### src/rtl/dist_alu_pkg.sv
// Shared opcode encoding and trace-entry sizing for the distributed ALU pipe.
package dist_alu_pkg;

    localparam int OP_W = 4;

    typedef enum logic [OP_W-1:0] {
        OP_MUL   = 4'd0,
        OP_DIV   = 4'd1,
        OP_ADD   = 4'd2,
        OP_SUB   = 4'd3,
        OP_AND   = 4'd4,
        OP_OR    = 4'd5,
        OP_XOR   = 4'd6,
        OP_XNOR  = 4'd7,
        OP_NOT_A = 4'd8,
        OP_NOT_B = 4'd9,
        OP_NAND  = 4'd10,
        OP_NOR   = 4'd11
    } op_e;

    // Trace entry is {a, b, op, result} of one lane.
    function automatic int trc_entry_w(input int w);
        return w + w + OP_W + 2 * w;
    endfunction

endpackage

### src/rtl/dist_alu_pipe_alu_lane.sv
// One combinational ALU lane: W-bit operands, 2*W-bit result, flags when DIST_ALU_FLAGS_EN.
// Latency: 0 cycles. Backpressure: none, pure function of its inputs.
// Flags bit order: {zero, div_by_zero, illegal_op}.
module alu_lane
    import dist_alu_pkg::*;
#(
    parameter int W = 4
) (
    input  logic [W-1:0]    a,
    input  logic [W-1:0]    b,
    input  logic [OP_W-1:0] op,
    output logic [2*W-1:0]  res
`ifdef DIST_ALU_FLAGS_EN
    ,
    output logic [2:0]      flags
`endif
);

    logic [2*W-1:0] ax;
    logic [2*W-1:0] bx;
    logic [W-1:0]   zu;

    always_comb begin
        zu  = '0;
        ax  = {zu, a};
        bx  = {zu, b};
        res = '0;
        case (op)
            OP_MUL:   res = ax * bx;
            OP_DIV:   res = (b == '0) ? '1 : ax / bx;
            OP_ADD:   res = ax + bx;
            OP_SUB:   res = ax - bx;
            OP_AND:   res = {zu, a & b};
            OP_OR:    res = {zu, a | b};
            OP_XOR:   res = {zu, a ^ b};
            OP_XNOR:  res = {zu, ~(a ^ b)};
            OP_NOT_A: res = {zu, ~a};
            OP_NOT_B: res = {zu, ~b};
            OP_NAND:  res = {zu, ~(a & b)};
            OP_NOR:   res = {zu, ~(a | b)};
            default:  res = '0;
        endcase
    end

`ifdef DIST_ALU_FLAGS_EN
    always_comb begin
        flags    = '0;
        flags[2] = (res == '0);
        flags[1] = (op == OP_DIV) && (b == '0);
        flags[0] = (op >= OP_W'(12));
    end
`endif

endmodule

### src/rtl/dist_alu_pipe.sv
// LANES parallel ALU lanes behind a 1-entry valid/ready output register, plus a DEPTH-entry trace of outputs.
// Latency: 1 cycle accept-to-out_valid. Backpressure: in_ready = !out_valid || out_ready (full throughput).
// Optional DIST_ALU_FLAGS_EN adds the per-lane flags output.
module dist_alu_pipe
    import dist_alu_pkg::*;
#(
    parameter int W     = 4,
    parameter int LANES = 4,
    parameter int DEPTH = 10,
    localparam int SEL_W = (LANES > 1) ? $clog2(LANES) : 1,
    localparam int IDX_W = $clog2(DEPTH),
    localparam int CNT_W = $clog2(DEPTH + 1),
    localparam int TRC_W = trc_entry_w(W)
) (
    input  logic                     clk,
    input  logic                     reset,
    input  logic                     in_valid,
    output logic                     in_ready,
    input  logic [LANES*W-1:0]       a,
    input  logic [LANES*W-1:0]       b,
    input  logic [LANES*OP_W-1:0]    op,
    input  logic [SEL_W-1:0]         sel,
    output logic                     out_valid,
    input  logic                     out_ready,
    output logic [2*W-1:0]           d,
    output logic [LANES*2*W-1:0]     lane_res,
    input  logic                     trc_clr,
    input  logic [IDX_W-1:0]         trc_idx,
    output logic [TRC_W-1:0]         trc_data,
    output logic [CNT_W-1:0]         trc_count,
    output logic                     trc_full
`ifdef DIST_ALU_FLAGS_EN
    ,
    output logic [LANES*3-1:0]       flags
`endif
);

    localparam int RW = 2 * W;
    localparam int PW = $clog2(4 * DEPTH) + 1;

    logic [LANES*RW-1:0] lane_next;
`ifdef DIST_ALU_FLAGS_EN
    logic [LANES*3-1:0]  flag_next;
`endif

    for (genvar g = 0; g < LANES; g++) begin : g_lane
        alu_lane #(.W(W)) u_lane (
            .a   (a[g*W +: W]),
            .b   (b[g*W +: W]),
            .op  (op[g*OP_W +: OP_W]),
            .res (lane_next[g*RW +: RW])
`ifdef DIST_ALU_FLAGS_EN
            ,
            .flags (flag_next[g*3 +: 3])
`endif
        );
    end

    // Out-of-range selects (non-power-of-two LANES) fall back to lane 0.
    int sel_i;
    always_comb begin
        sel_i = 0;
        if (int'(sel) < LANES) sel_i = int'(sel);
    end

    logic            accept;
    logic            out_hs;
    logic [W-1:0]    cap_a;
    logic [W-1:0]    cap_b;
    logic [OP_W-1:0] cap_op;

    assign in_ready = !out_valid || out_ready;
    assign accept   = in_valid && in_ready;
    assign out_hs   = out_valid && out_ready;

    always_ff @(posedge clk) begin
        if (reset) begin
            out_valid <= 1'b0;
            d         <= '0;
            lane_res  <= '0;
            cap_a     <= '0;
            cap_b     <= '0;
            cap_op    <= '0;
        end else if (accept) begin
            out_valid <= 1'b1;
            d         <= lane_next[sel_i*RW +: RW];
            lane_res  <= lane_next;
            cap_a     <= a[sel_i*W +: W];
            cap_b     <= b[sel_i*W +: W];
            cap_op    <= op[sel_i*OP_W +: OP_W];
        end else if (out_ready) begin
            out_valid <= 1'b0;
        end
    end

`ifdef DIST_ALU_FLAGS_EN
    always_ff @(posedge clk) begin
        if (reset)       flags <= '0;
        else if (accept) flags <= flag_next;
    end
`endif

    logic [TRC_W-1:0] trc_mem [DEPTH];
    logic [IDX_W-1:0] wr_ptr;
    logic             trc_we;

    // Clear beats a coincident output handshake: that entry is never logged.
    assign trc_we = out_hs && !trc_clr;

    always_ff @(posedge clk) begin
        if (reset || trc_clr) begin
            wr_ptr    <= '0;
            trc_count <= '0;
        end else if (trc_we) begin
            wr_ptr    <= (wr_ptr == IDX_W'(DEPTH - 1)) ? '0 : wr_ptr + 1'b1;
            if (trc_count != CNT_W'(DEPTH)) trc_count <= trc_count + 1'b1;
        end
    end

    always_ff @(posedge clk) begin
        if (!reset && trc_we) trc_mem[wr_ptr] <= {cap_a, cap_b, cap_op, d};
    end

    assign trc_full = (trc_count == CNT_W'(DEPTH));

    // Oldest entry sits trc_count slots behind the write pointer.
    logic [PW-1:0]    rd_sum;
    logic [IDX_W-1:0] rd_ptr;
    logic             rd_ok;

    always_comb begin
        rd_sum = PW'(wr_ptr) + PW'(DEPTH) - PW'(trc_count) + PW'(trc_idx);
        if (rd_sum >= PW'(DEPTH)) rd_sum = rd_sum - PW'(DEPTH);
        if (rd_sum >= PW'(DEPTH)) rd_sum = rd_sum - PW'(DEPTH);
        rd_ptr   = rd_sum[IDX_W-1:0];
        rd_ok    = (CNT_W'(trc_idx) < trc_count);
        trc_data = rd_ok ? trc_mem[rd_ptr] : '0;
    end

endmodule

### config.mk
export PLATFORM = sky130hd
export DESIGN_NAME = dist_alu_pipe
export DESIGN_NICKNAME = d
export VERILOG_FILES = /design/src/rtl/dist_alu_pkg.sv /design/src/rtl/dist_alu_pipe_alu_lane.sv /design/src/rtl/dist_alu_pipe.sv
export SDC_FILE = /design/constraint.sdc
export NUM_CORES = 1
export LEC_CHECK = 0
export ABC_AREA = 1
export ABC_CLOCK_PERIOD_IN_PS = 21200
export CORE_MARGIN = 4
export CORE_UTILIZATION = 50
export CTS_BUF_LIST = sky130_fd_sc_hd__clkbuf_16
export CTS_CLUSTER_DIAMETER = 120
export CTS_CLUSTER_SIZE = 14
export DETAILED_ROUTE_END_ITERATION = 8
export PLACE_DENSITY = 0.69
export SYNTH_ARGS = -nofsm -noshare
export SYNTH_HDL_FRONTEND = slang
export SYNTH_SLANG_ARGS = --single-unit
### constraint.sdc
create_clock -name clk -period 21.2 [get_ports clk]
set_clock_uncertainty 0.2 [all_clocks]
set_input_delay 4.24 -clock clk [delete_from_list [all_inputs] [get_ports clk]]
set_output_delay 4.24 -clock clk [all_outputs]
set_load 0.1 [all_outputs]
==> impl_results.md <==
- Status: finished clean
- Skew-Pair Late Insertion Delay: 0.55 ns
- Hold buffers post-CTS: 0
- Fin cells: 3462
- Io pins: 126
- Syn Area/Cell: 7.88 um2
- Full die area: 46700 um2
- Setup-failing EPs final: 0
- RSZ-0062 raised after global routing: no
- Reg clk slew, reported paths: 0.08 ns
- Post-CTS sizing: 0
- Global-route wire length before repair: 99.0 mm
- DR iter-0 viols: 1460
- Mapped Area: 21600 um2
- P_sw: 0.908 mW
- Synth cell types: 65
- CTS tree: yes
- Crit path buffers/inverters: 9
- Gr usage total: 26.0%
- Worst vdd ir: 55.4 uV
- Post-route setup TNS: 0 ns
- Critical path data required time: 21.44 ns
- Drt total wl: 62.2 mm
- Layout Area Growth over Synthesis: 12.0%
- Crit path launch type: primary input
- R2R cell count: 8
- Vias in the first global route: 18500
- Clock network power share: 19.9%
- Top FF cell, synth: edfxtp_1
- Die Width: 216 um
- Post-synthesis sequential area ratio: 33.4%
- Layout cell share with drive strength beyond 1: 5.82%
- Hpwl dp: 46.6 mm
- Placed Instances: 3420
- Core ar.: 42300 um2
- R2R Path End: cap_a[1]
- Post-route ant nets: 0
- Pre-CTS WS: 6.56 ns
- Cell mode on critical path: nand2_1
- Combinational Power Share: 51.5%
- Final Hold Fails: 0
- Post-synthesis register bit count: 261
- Critical path arrival: 14.48 ns
- Max-cap violations: 0
- Post-CTS setup buffer count: 0
- Critical path depth in cells: 61
- Slew at the pin with the worst max-slew slack: 1.19 ns
- Setup slack, reg-to-reg: 18.50 ns
- Crit path capture: d[0]
- Setup CP Type: primary input to flip-flop
- Final net count: 3181
- Drt drc: 0
- Fin Hold WS: 0.303 ns
- Hold Path Depth: 2
- Grt total ovfl: 0
- Mapped Cells: 2745
- Layout fillers: 3879
- Multi-input combinational cell area: 12500 um2
- Routed len/inst: 18.0 um
- Ys async rst share: 0%
- Slowest stage delay, CP: 0.79 ns
- Max frequency: 70.2 MHz
- Sequential power share: 28.6%
- Sequential Area: 7230 um2
- Commonest non-fill, non-tap cell in the layout: nand2_1
- IO Port Bufs: 125
- Crit path time final: 14.24 ns
- CTS max path bufs: 3
- Routed vias/inst: 5.51
- Initial antenna violation count: 0
- Sinks on the clock net: 261
- Drt first pass iters: 7
- Sw frac: 44.8%
- GPL Wtd Cong: 0.964
- Root Buffer: clkbuf_16
- Worst setup margin: 6.96 ns
- Synth Warn #: 0
- Antenna cells: 0
- Die height: 216 um
- Cell row count: 75
- H-tree depth: 1
- Via count: 19100
- Most frequent cells in the layout: nand2_1, inv_1, nor2_1
- CP startpoint: b[0]
- Crit share post-route: 67.2%
- Internal Pwr Total: 1.12 mW
- Reg2Reg Launch Point: out_valid
- Critical Path Sink Type: flip-flop
- Pleak: 11.7 nW
- Hold crit path type: flip-flop to flip-flop
- Initial Util: 51.1%
- Max_slew headroom: 20.4%
- Top delay family on crit path: simple AND/OR/NAND/NOR gates
- Number of synthesized flops with an enable pin: 200
- Pwr Total: 2.03 mW
- CP max stage cell: clkdlybuf4s50_1
- Critical Path Fanout Max: 10
- Num CTS Buffers: 23
- Max Slew Vio Count: 0
- Largest net degree at the start of global routing: 66
- Pwr Density: 83.7 nW/um2
-- tightest hold or removal path, cell delays in order (launching register included) --
cell	delay (ns)
dfxtp_1	0.33
o211ai_1	0.09
inv_1	0.05
-- layout make-up --
cell class	instances	share of cell area (%)
multi-input cells	1988	51.6
flip-flops and latches	261	29.8
inverters	452	7.01
repair buffers	142	5.69
well taps	577	2.98
clock buffers	23	2.38
clock inverters	19	0.511
-- stage by stage --
step | instance area, um2 | util [%]
after global placement | 23500 | 55.6
after floorplan | 21700 | -
after CTS | 24200 | 57.3
final | 24200 | 57.3
after global routing | 24200 | 57.3
after detailed placement | 23500 | 55.6
-- cells by family (layout without fill, tap and decap cells) --
group	Yosys count	after routing	share of synthesized area [%]
buffers and inverters	511	636	9.27
AOI/OAI and AO/OA	458	458	12.5
xor gates and xnor gates	60	60	2.50
and+or+nand+nor	1100	1100	22.0
adders and majority gates	254	254	15.6
other	1	16	0.0173
muxes	100	100	4.74
DFF	261	261	33.4
-- synth_stat cells, types with 11 or more instances --
library cell / count / area, um2
nand3_1: 156 / 781
inv_1: 442 / 1660
nand2_2: 36 / 225
a31oi_1: 13 / 81.3
mux2i_1: 80 / 801
a21oi_1: 111 / 556
o21ai_0: 192 / 961
nor2_1: 275 / 1030
xor2_1: 35 / 307
nor3_1: 17 / 85.1
nand4_1: 32 / 200
nand2_1: 532 / 2000
dfxtp_1: 61 / 1220
edfxtp_1: 200 / 6010
xnor2_1: 23 / 201
mux2_2: 20 / 225
fa_1: 26 / 521
ha_1: 228 / 2850
o211ai_1: 40 / 300
clkbuf_1: 41 / 154
o2111ai_1: 11 / 96.3
nand3_2: 15 / 150
-- per-layer routing --
metal  wire length, um  vias to the layer above  global-route usage [%]
met1             28200                     8968                    35.6
met5                 0                        -                       0
met2             28500                      578                    43.2
met4              2090                        0                    8.00
met3              3360                      107                    3.22
li1                  -                     9419                       -
-- sequential cells by signal (all words and copies together) (netlist names) --
name	flops
cap_a	4
cap_b	4
cap_op	4
d	8
lane_res	32
out_valid	1
trc_count	4
trc_mem	200
wr_ptr	4
-- worst min-delay path by stage --
stage                      start      endpoint  slack, ns
floorplan              wr_ptr[3]     wr_ptr[3]       0.27
CTS                 lane_res[19]  lane_res[19]       0.31
detailed placement  lane_res[19]  lane_res[19]       0.28
global route         lane_res[1]   lane_res[1]       0.33
global placement     lane_res[1]   lane_res[1]       0.29
finish              lane_res[19]  lane_res[19]       0.30
-- power groups by stage --
stage	clock [mW]	combinational (mW)	sequential (mW)
6_report	0.404	1.04	0.580
5_1_grt	0.432	1.18	0.582
4_1_cts	0.415	1.04	0.580
3_5_place_dp	0	1.03	0.591
3_3_place_gp	0	1.01	0.590
2_1_floorplan	0	0.768	0.632
Power figures use the tool's default switching activity.
